<file path="config.mk">
export PLATFORM = sky130hd
export DESIGN_NAME = digit_accumulator
export DESIGN_NICKNAME = d
export VERILOG_FILES = /design/src/rtl/digit_accumulator.sv
export SDC_FILE = /design/constraint.sdc
export NUM_CORES = 1
export LEC_CHECK = 0
export ABC_CLOCK_PERIOD_IN_PS = 3610
export CAP_MARGIN = 15
export CORE_ASPECT_RATIO = 1.75
export CORE_MARGIN = 5
export CORE_UTILIZATION = 53
export DETAILED_ROUTE_END_ITERATION = 7
export MAX_ROUTING_LAYER = met4
export PLACE_DENSITY = 0.81
export SLEW_MARGIN = 15
export SYNTH_ARGS = -nofsm -noshare
export SYNTH_HDL_FRONTEND = slang
export SYNTH_SLANG_ARGS = --single-unit
</file>
<file path="constraint.sdc">
create_clock -name clk -period 3.61 [get_ports clk]
set_input_delay 0.722 -clock clk [delete_from_list [all_inputs] [get_ports clk]]
set_output_delay 0.722 -clock clk [all_outputs]
set_load 0.02 [all_outputs]
</file>
<file path="src/rtl/digit_accumulator.sv">
// digit_accumulator: keypad digit entry into packed BCD and binary operand.
// Operand is presented on a valid/ready handshake once entry is committed.
//
// Ports:
//   clk, rst_n       clock, async active-low reset
//   digit_code       keypad code (4'hF = 0, 1..9 = digits)
//   digit_valid      level, high while a key is held
//   commit, clear    single-cycle entry controls
//   operand_ready    consumer accepts the operand
//   operand_valid    operand presented
//   bcd_value        packed BCD, LSD in [3:0]
//   bin_value        binary equivalent
//   digit_count      significant digits held
//   overflow         sticky, a digit was dropped
//   bad_code         one-cycle pulse after an invalid press
module digit_accumulator #(
  parameter  int MAX_DIGITS = 4,
  parameter  int BIN_W      = 14,
  localparam int CW         = $clog2(MAX_DIGITS + 1),
  localparam int BW         = 4 * MAX_DIGITS
) (
  input  logic             clk,
  input  logic             rst_n,
  input  logic [3:0]       digit_code,
  input  logic             digit_valid,
  input  logic             commit,
  input  logic             clear,
  input  logic             operand_ready,
  output logic             operand_valid,
  output logic [BW-1:0]    bcd_value,
  output logic [BIN_W-1:0] bin_value,
  output logic [CW-1:0]    digit_count,
  output logic             overflow,
  output logic             bad_code
);

  typedef enum logic [1:0] {
    IDLE,
    ENTRY,
    HOLD
  } state_t;

  state_t state;

  logic dv_q;
  logic block_q;
  logic press;
  logic code_ok;
  logic [3:0] dig;
  logic [BIN_W-1:0] bin_next;

  // block_q suppresses a key already held when reset released
  assign press = digit_valid & ~dv_q & ~block_q;

  always_comb begin
    code_ok = 1'b0;
    dig     = 4'd0;
    unique case (1'b1)
      (digit_code == 4'hF): begin
        code_ok = 1'b1;
        dig     = 4'd0;
      end
      (digit_code >= 4'd1 && digit_code <= 4'd9): begin
        code_ok = 1'b1;
        dig     = digit_code;
      end
      default: begin
        code_ok = 1'b0;
        dig     = 4'd0;
      end
    endcase
  end

  assign bin_next = bin_value * BIN_W'(10) + BIN_W'(dig);

  always_ff @(posedge clk or negedge rst_n) begin
    if (!rst_n) begin
      state         <= IDLE;
      dv_q          <= 1'b0;
      block_q       <= 1'b1;
      operand_valid <= 1'b0;
      bcd_value     <= '0;
      bin_value     <= '0;
      digit_count   <= '0;
      overflow      <= 1'b0;
      bad_code      <= 1'b0;
    end else begin
      dv_q     <= digit_valid;
      block_q  <= block_q & digit_valid;
      bad_code <= 1'b0;
      if (clear) begin
        state         <= IDLE;
        operand_valid <= 1'b0;
        bcd_value     <= '0;
        bin_value     <= '0;
        digit_count   <= '0;
        overflow      <= 1'b0;
      end else begin
        unique case (state)
          IDLE, ENTRY: begin
            if (commit) begin
              state         <= HOLD;
              operand_valid <= 1'b1;
            end else if (press) begin
              if (!code_ok) begin
                bad_code <= 1'b1;
              end else if (state == IDLE) begin
                // leading zeros are swallowed
                if (dig != 4'd0) begin
                  state       <= ENTRY;
                  bcd_value   <= {{(BW-4){1'b0}}, dig};
                  bin_value   <= BIN_W'(dig);
                  digit_count <= CW'(1);
                end
              end else if (digit_count < CW'(MAX_DIGITS)) begin
                bcd_value   <= {bcd_value[BW-5:0], dig};
                bin_value   <= bin_next;
                digit_count <= digit_count + CW'(1);
              end else begin
                overflow <= 1'b1;
              end
            end
          end
          HOLD: begin
            if (operand_ready) begin
              state         <= IDLE;
              operand_valid <= 1'b0;
              bcd_value     <= '0;
              bin_value     <= '0;
              digit_count   <= '0;
              overflow      <= 1'b0;
            end
          end
          default: state <= IDLE;
        endcase
      end
    end
  end

endmodule

</file>
==> Yosys cells after proc, flatten, opt, wreduce, memory -nomap -nowiden <==
Cells that the tools add are included.
{ "op_classes": {"addsub": 2, "mul": 1, "n_div": 0, "magnitude_cmp": 3, "n_eq_ne": 16, "shifts": 0, "muxes": 53, "n_bitwise": 5, "reduce_logical": 10} }
{ "op_table": {"columns": ["operator", "count"], "rows": [
  ["$mux W16", 8],
  ["$mux W14", 8],
  ["$pmux W16 S2", 1],
  ["$pmux W14 S2", 1],
  ["$mux W3", 8],
  ["$ne A4 B4 Y1 const B", 6],
  ["$ne A3 B3 Y1 const B", 7],
  ["$mux W1", 15],
  ["$add A14 B4 Y14", 1],
  ["$mul A14 B3 Y13 const B", 1],
  ["$mux W2", 7],
  ["$reduce_and A7 Y1", 2],
  ["$pmux W3 S2", 1],
  ["$reduce_and A5 Y1", 1],
  ["$eq A4 B4 Y1 const B", 1],
  ["$ge A4 B1 Y1 const B", 1],
  ["$le A4 B4 Y1 const B", 1],
  ["$mux W4", 1],
  ["$pmux W1 S2", 2],
  ["$pmux W2 S2", 1],
  ["$reduce_bool A4 Y1", 1],
  ["$reduce_or A2 Y1", 2],
  ["$add A3 B1 Y3 const B", 1],
  ["$and A1 B1 Y1", 3],
  ["8 further kinds", 9]
]} }
{ "totals": {"reg_bits": 40, "latchBits": 0, "mem_bits_rw": 0, "rom_bits": 0, "in_bits": 10, "output_inout_bits": 36, "wordCells": 99, "n_memories": 0} }

==> Longest topological paths before layout <==
Gate-level depths: netlist of the first run.
{ "depth": {"word_depth": 11, "mapped_depth": 11, "mapped_depth_nobuf": 11} }

==> Worst setup path before layout of the first run <==
OpenSTA, ideal clock, no wires.
{ "synth_path": {"kind": "register to register", "start": "register bin_value[1]", "end": "register bin_value[13]", "setup_ns": 0.079, "arrival_ns": 2.862, "t_required_ns": 3.531, "slack_ns": 0.669, "path_stages_with_launch": 11, "n_path_buf": 0, "synth_period_minus_slack_ns": 2.941, "cell_sequence": "dfrtp_1 -> ha_1 -> ha_1 -> fa_1 -> a211oi_2 -> nor2_2 -> o21a_1 -> o31ai_2 -> nor4_4 -> xnor3_1 -> o21ai_1"} }
{ "synth_via": {"elab_chain_len": 9} }
{ "synth_rtl": {"columns": ["element", "line_no", "text"], "rows": [
  ["start: declaration", "31", "output logic [BIN_W-1:0] bin_value,"],
  ["start signal: assignment", "112", "bin_value <= BIN_W'(dig);"],
  ["start signal: assignment", "117", "bin_value <= bin_next;"],
  ["$mul A14 B3 Y13", "74", "assign bin_next = bin_value * BIN_W'(10) + BIN_W'(dig);"],
  ["$add A14 B4 Y14", "74", null],
  ["$mux W14", "115", "end else if (digit_count < CW'(MAX_DIGITS)) begin"],
  ["$mux W14", "107", "end else if (state == IDLE) begin"],
  ["$mux W14", "105", "if (!code_ok) begin"],
  ["$mux W14", "104", "end else if (press) begin"],
  ["$mux W14", "101", "if (commit) begin"],
  ["$pmux W14 S2", "99", "unique case (state)"],
  ["$mux W14", "91", "if (clear) begin"]
]} }
Every way passes these cells. The select of a mux whose other input is x is not followed.
A chain may end at the register's enable or synchronous reset.

==> Worst setup path in the final report of the first run <==
Ends and elaborated chain as after synthesis.

==> summary.txt, run 1 <==
Pwr
  • Internal Power: roughly 0.65 mW
  • Clk pwr share: between 30 and 40%
  • Power per cell area: approximately 300 mW/mm^2
  • Sequential power share: 50.7%
  • NetSw: 0.267 mW
  • Comb pwr share: between 15 and 20%
  • Overall Power: between 0.9 and 1 mW
  • Peak supply drop: 0.309 mV
  • Sw frac: 29.3%
  • Lkg Pwr: ~1.4 nW

Critical path
  • Worst EP required: roughly 3.8 ns
  • CP startpoint: bin_value[1]$_DFFE_PN0P_
  • R2r startpoint: bin_value[1]$_DFFE_PN0P_
  • CP Capture Point: bin_value[13]$_DFFE_PN0P_
  • Reg-to-reg slack, setup: 0.48 ns
  • Critical path's largest stage delay: 0.48 ns
  • R2R depth: 10
  • Reg2reg end: bin_value[13]$_DFFE_PN0P_
  • CP max-delay cell: o31ai_2
  • Arrival @ worst endpoint: between 3 and 4 ns
  • Crit end category: flop
  • Setup CP Type: reg2reg
  • Crit Path Max Fanout: 5
  • CP dominant cell by count: ha_1
  • Crit path cell chain: ha_1 > ha_1 > fa_1 > a211oi_2 > nor2_2 > o21a_1 > o31ai_2 > nor4_4 > xnor3_1 > o21ai_1
  • Critical path startpoint category: flop

Hold path
  • Hold depth: 2
  • Worst hold path class: reg2reg

Flow run
  • Max-Cap Viols: 0

Route
  • DRC viols: 0
  • DRT iter0 DRCs: 59
  • Wirelength per Cell: ~15 microns
  • Antenna-violating nets left: 0
  • Total number of vias: a little over 2,000
  • DR vias/cell: between 5 and 6
  • DR pass1 iterations: 4
  • Final wirelength: 5.61 mm

Logic synthesis
  • Most common cell in the netlist: nand2_1
  • Top cells by count, synth: 54 x nand2_1, 38 x dfrtp_1, 25 x o21ai_1, 23 x ha_1, 15 x a21oi_1
  • Top cells by area, synth: dfrtp_1 38%, ha_1 11%, nand2_1 8.1%
  • Syn nets: 306
  • Post-synth top area share: 37.8%
  • Synth Instances: between 200 and 300
  • Synthesized area: 0.00251 sq mm
  • Synth Register Bits: 39
  • Main synth FF type: dfrtp_1
  • Synth warn: 0
  • Sequential-to-total area share from yosys stat: between 30% and 40%
  • Area leader, netlist: dfrtp_1
  • Distinct cells, synth: 44
  • Post-synth EDFFs: 0
  • Post-synth ARST share: 100%
  • Avg Inst Size Synth: 9.28 sq um

STA
  • Max Clock Skew: around 0.0068 ns
  • Worst setup margin: a little under 0.5 ns
  • Final slew viol count: 0
  • RSZ-0062 raised after global routing: false
  • Final min period: 3.13 ns
  • Final setup fails: 0
  • Total Neg Setup Slack: 0 ns
  • Final Hold Viols: 0
  • Hold slack final: around 0.48 ns
  • Fmax: about 320 MHz
  • Worst relative slew slack: between 40% and 50%
  • Final Cycle Share: between 80% and 90%
  • Slew @ Worst Pin: between 0.8 and 0.9 ns

Clock network
  • Worst-skew pair later-pin latency: ~0.30 ns
  • Post-CTS setup buffers: 0
  • Num CTS Buffers: 5
  • CTS tree: yes
  • Max clock buf depth: 2
  • Resized cells post-CTS: 0
  • Hold_buf cts: 0
  • Clock transition at path regs: 0.08 ns
  • Clk sinks: 39
  • Clk root buf: clkbuf_8
  • CTS H-tree depth: 2

Final layout
  • Layout cells sized above 1: approximately 7.3%
  • Non-Filler Instances: between 300 and 400
  • Area Growth Syn to Fin: 22.5%
  • Final core utilization: approximately two thirds
  • Diodes inserted: 0
  • Final #Nets: 347
  • Design area: just over 0.003 sq mm

Placed design
  • IO Port Bufs: between 40 and 50
  • Final Wtd Congestion: just over 0.8
  • Setup WS pre-CTS: between 0.2 and 0.3 ns
  • Post-DP HPWL: approximately 4.3 mm
  • Placed cell areas: 0.00300 sq mm
  • Cell Count Post-Placement: 357

Floorplan
  • Die Ht: 101 microns
  • # rows: 33
  • I/O pin count: 46
  • Die area: 0.00628 sq mm
  • Die Wd: around 62 microns
  • Core Box Area: about 0.0047 sq mm
  • Initial Utilization: between 50 and 60%

Global routing
  • Largest net degree at the start of global routing: 46
  • Vias in the first global route: ~2,000
  • First-pass GRT wire length: ~9.4 mm
  • Initial antenna violation count: 0
  • All-Layer GR Usage: around a fifth
  • Grt ovf: 0

Run status
  • Status: complete, no violations
## layout by cell type, fill, tap and decap left out, drive strengths merged, types with 2 or more instances in the layout
cell type / n
nor4: 4
a21oi: 16
nand2: 54
a211oi: 4
nand3: 7
o41ai: 3
nor2: 16
o21a: 2
inv: 7
o21ai: 27
buf: 3
nor2b: 4
xnor2: 11
ha: 23
nand3b: 2
o31ai: 10
a21o: 6
clkbuf: 6
dfrtp: 38
xor2: 7
fa: 2
clkdlybuf4s50: 44
a31oi: 2
## worst min path at each step
stage	from	end
after floorplan	rst_n	bad_code$_DFF_PN0_
after global placement	bcd_value[14]$_DFFE_PN0P_	bcd_value[14]$_DFFE_PN0P_
after detailed placement	bcd_value[15]$_DFFE_PN0P_	bcd_value[15]$_DFFE_PN0P_
after CTS	bcd_value[15]$_DFFE_PN0P_	bcd_value[15]$_DFFE_PN0P_
after global routing	bcd_value[14]$_DFFE_PN0P_	bcd_value[14]$_DFFE_PN0P_
final	bcd_value[15]$_DFFE_PN0P_	bcd_value[15]$_DFFE_PN0P_
## routing by layer
layer / wire, microns / GRT usage, % / up-vias
met5: 0 / - / -
met4: 152 / 9.31 / 0
met3: 170 / 3.08 / 15
met2: 3130 / 35.7 / 40
met1: 2160 / 22.3 / 951
li1: - / - / 1028
## logic make-up (layout without fill, tap and decap cells)
family,count (synthesis),in the layout,share of synthesized area (%)
AND/OR/NAND/NOR,94,94,17.6
AO/OA/AOI/OAI,73,73,19.6
XOR/XNOR,19,19,7.16
multiplexers,1,1,0.398
flip-flops,39,39,38.9
adder cells (fa/ha/maj),25,25,13.0
buffers and inverters,20,62,3.38
## critical path, delay by kind of cell (launching register included)
kind	cells	cell delay, ns
AO/OA/AOI/OAI	4	1.05
adder cells (fa/ha/maj)	3	0.99
flip-flops	1	0.46
XOR/XNOR	1	0.34
AND/OR/NAND/NOR	2	0.20
## cell type report
class	instances	area (sq um)
Clock inverter	2	12.5
Clock buffer	6	72.6
Fill cell	392	1580
Multi-Input combinational cell	212	1460
Inverter	7	26.3
Sequential cell	39	977
Tap cell	52	65.1
Timing Repair Buffer	47	473
## sequential cells by signal, indices dropped and copies added (netlist names), 2 cells and up
register     cells
bcd_value       16
bin_value       13
digit_count      3
state            2
## power by group through the flow
| stage | logic, mW | registers [mW] | clock network, mW |
|---|---|---|---|
| floorplan | 0.0828 | 0.479 | 0 |
| global placement | 0.151 | 0.472 | 0 |
| detailed placement | 0.154 | 0.472 | 0 |
| CTS | 0.154 | 0.463 | 0.302 |
| global route | 0.169 | 0.466 | 0.320 |
| finish | 0.153 | 0.463 | 0.297 |
No activity file was read; power rests on OpenSTA's default activity.
==> run 2: changes to the inputs <==
Settings changed: CORE_UTILIZATION 53 to 50, PLACE_DENSITY 0.81 to 0.77.
==> summary.txt, run 2 (same netlist as run 1, synthesis figures left out) <==
Clock network
  • CTS H-tree depth: 2
  • Clk sinks: 39
  • Max clock buf depth: 2
  • Clk root buf: clkbuf_8
  • Worst-skew pair later-pin latency: ~0.29 ns
  • Num CTS Buffers: 5
  • Resized cells post-CTS: 0
  • Hold_buf cts: 0
  • Post-CTS setup buffers: 0
  • Clock transition at path regs: around 0.080 ns
  • CTS tree: yes

Placed design
  • Setup WS pre-CTS: ~0.28 ns
  • Final Wtd Congestion: 0.865
  • IO Port Bufs: 45
  • Placed cell areas: about 0.0030 sq mm
  • Post-DP HPWL: about 4.3 mm

Run status
  • Status: complete, no violations

Critical path
  • Setup CP Type: reg2reg
  • Arrival @ worst endpoint: about 3.4 ns
  • Crit end category: flop
  • Critical path startpoint category: flop
  • Worst EP required: about 3.8 ns
  • Crit Path Max Fanout: 5

Floorplan
  • Initial Utilization: between 50% and 60%
  • I/O pin count: 46
  • # rows: 34
  • Core Box Area: a little under 0.005 sq mm
  • Die Ht: 104 microns
  • Die area: ~0.0066 sq mm
  • Die Wd: roughly 64 microns

STA
  • RSZ-0062 raised after global routing: false
  • Final Hold Viols: 0
  • Slew @ Worst Pin: 0.874 ns
  • Max Clock Skew: approximately 0.0017 ns
  • Final slew viol count: 0
  • Final setup fails: 0
  • Worst setup margin: 0.479 ns
  • Final Cycle Share: 86.7%
  • Total Neg Setup Slack: 0 ns
  • Worst relative slew slack: approximately two fifths
  • Fmax: about 320 MHz
  • Final min period: 3.13 ns

Pwr
  • Internal Power: 0.715 mW
  • Power per cell area: about 320 mW/mm^2
  • Lkg Pwr: 1.45 nW
  • Sw frac: a little over a quarter
  • Peak supply drop: 0.322 mV
  • NetSw: 0.271 mW
  • Comb pwr share: roughly 15%
  • Clk pwr share: a little under two fifths
  • Overall Power: roughly 0.99 mW
  • Sequential power share: about 47%

Final layout
  • Fill cells: 429
  • Max reg flops: 16
  • Design area: roughly 0.0031 sq mm
  • Area Growth Syn to Fin: 23.5%
  • Final core utilization: a little over three fifths
  • Diodes inserted: 0
  • Final #Nets: 348
  • Largest Register: bcd_value
  • Largest regs: bcd_value x16, bin_value x13, digit_count x3
  • Commonest non-fill, non-tap cells in the layout: 53 x nand2_1, 44 x clkdlybuf4s50_1, 38 x dfrtp_1, 25 x o21ai_1, 23 x ha_1
  • Layout cells sized above 1: roughly 8%
  • Commonest non-fill, non-tap cell in the layout: nand2_1

Route
  • Final wirelength: approximately 5.6 mm
  • DRT iter0 DRCs: 62
  • Antenna-violating nets left: 0
  • DR pass1 iterations: 4
  • Wirelength per Cell: roughly 15 microns
  • DRC viols: 0
  • Total number of vias: 2,075
  • DR vias/cell: approximately 5.6

Global routing
  • First-pass GRT wire length: 9.43 mm
  • Initial antenna violation count: 0
  • All-Layer GR Usage: between 10% and 20%
  • Vias in the first global route: between 2,000 and 2,500
  • Grt ovf: 0
  • Largest net degree at the start of global routing: 40

Hold path
  • Worst hold path class: reg2reg

Flow run
  • Max-Cap Viols: 0
==> run 2: cell type report <==
cell class                 instances  area, sq um  share of cell area [%]
tap                               54         67.6                    2.17
clock inverter                     3         43.8                    1.41
clock buffer                       5         68.8                    2.22
multi-input combinational        212         1460                    46.8
timing repair buffer              48          468                    15.1
sequential                        39          977                    31.5
inverter                           7         26.3                   0.846
==> run 2: worst paths after layout <==
| path | start | endpoint | slack (ns) | depth (start not counted) |
|---|---|---|---|---|
| max | bin_value[1]$_DFFE_PN0P_ | bin_value[13]$_DFFE_PN0P_ | 0.48 | 10 |
| min | bcd_value[13]$_DFFE_PN0P_ | bcd_value[13]$_DFFE_PN0P_ | 0.49 | 2 |
| max reg2reg | bin_value[1]$_DFFE_PN0P_ | bin_value[13]$_DFFE_PN0P_ | 0.48 | 10 |
| min reg2reg | bcd_value[13]$_DFFE_PN0P_ | bcd_value[13]$_DFFE_PN0P_ | 0.49 | 2 |
| max in group asynchronous | rst_n | state[1]$_DFFE_PN0P_ | 2.52 | 1 |
| min in group asynchronous | rst_n | digit_count[1]$_DFFE_PN0P_ | 0.54 | 1 |
==> run 2: power by group through the flow <==
stage               combinational (mW)  clock, mW  sequential [mW]
finish                           0.151      0.372            0.462
global route                     0.167      0.397            0.465
CTS                              0.153      0.376            0.463
detailed placement               0.152          0            0.471
global placement                 0.150          0            0.471
floorplan                       0.0828          0            0.479
==> run 2: worst max-delay path, stage by stage (launching register included) <==
cell and delay, ns:
dfrtp_1 0.46, ha_1 0.33, ha_1 0.23, fa_1 0.44
a211oi_2 0.27, nor2_2 0.10, o21a_1 0.19, o31ai_2 0.47
nor4_4 0.10, xnor3_1 0.35, o21ai_1 0.13
==> run 2: stage by stage <==
| step | cells | hold WS, ns |
|---|---|---|
| 6_report | 368 | 0.491 |
| 4_1_cts | 368 | 0.498 |
| 2_1_floorplan | 271 | 0.426 |
| 5_1_grt | 368 | 0.511 |
| 3_3_place_gp | 360 | 0.471 |
| 3_5_place_dp | 360 | 0.479 |
==> run 2: per-layer routing <==
layer,vias to the layer above,share of wire [%],global-route usage (%)
li1,1034,-,-
met1,985,39,18.2
met2,46,56,33.4
met3,10,3.3,2.82
met4,0,2.1,6.39
met5,-,0,-
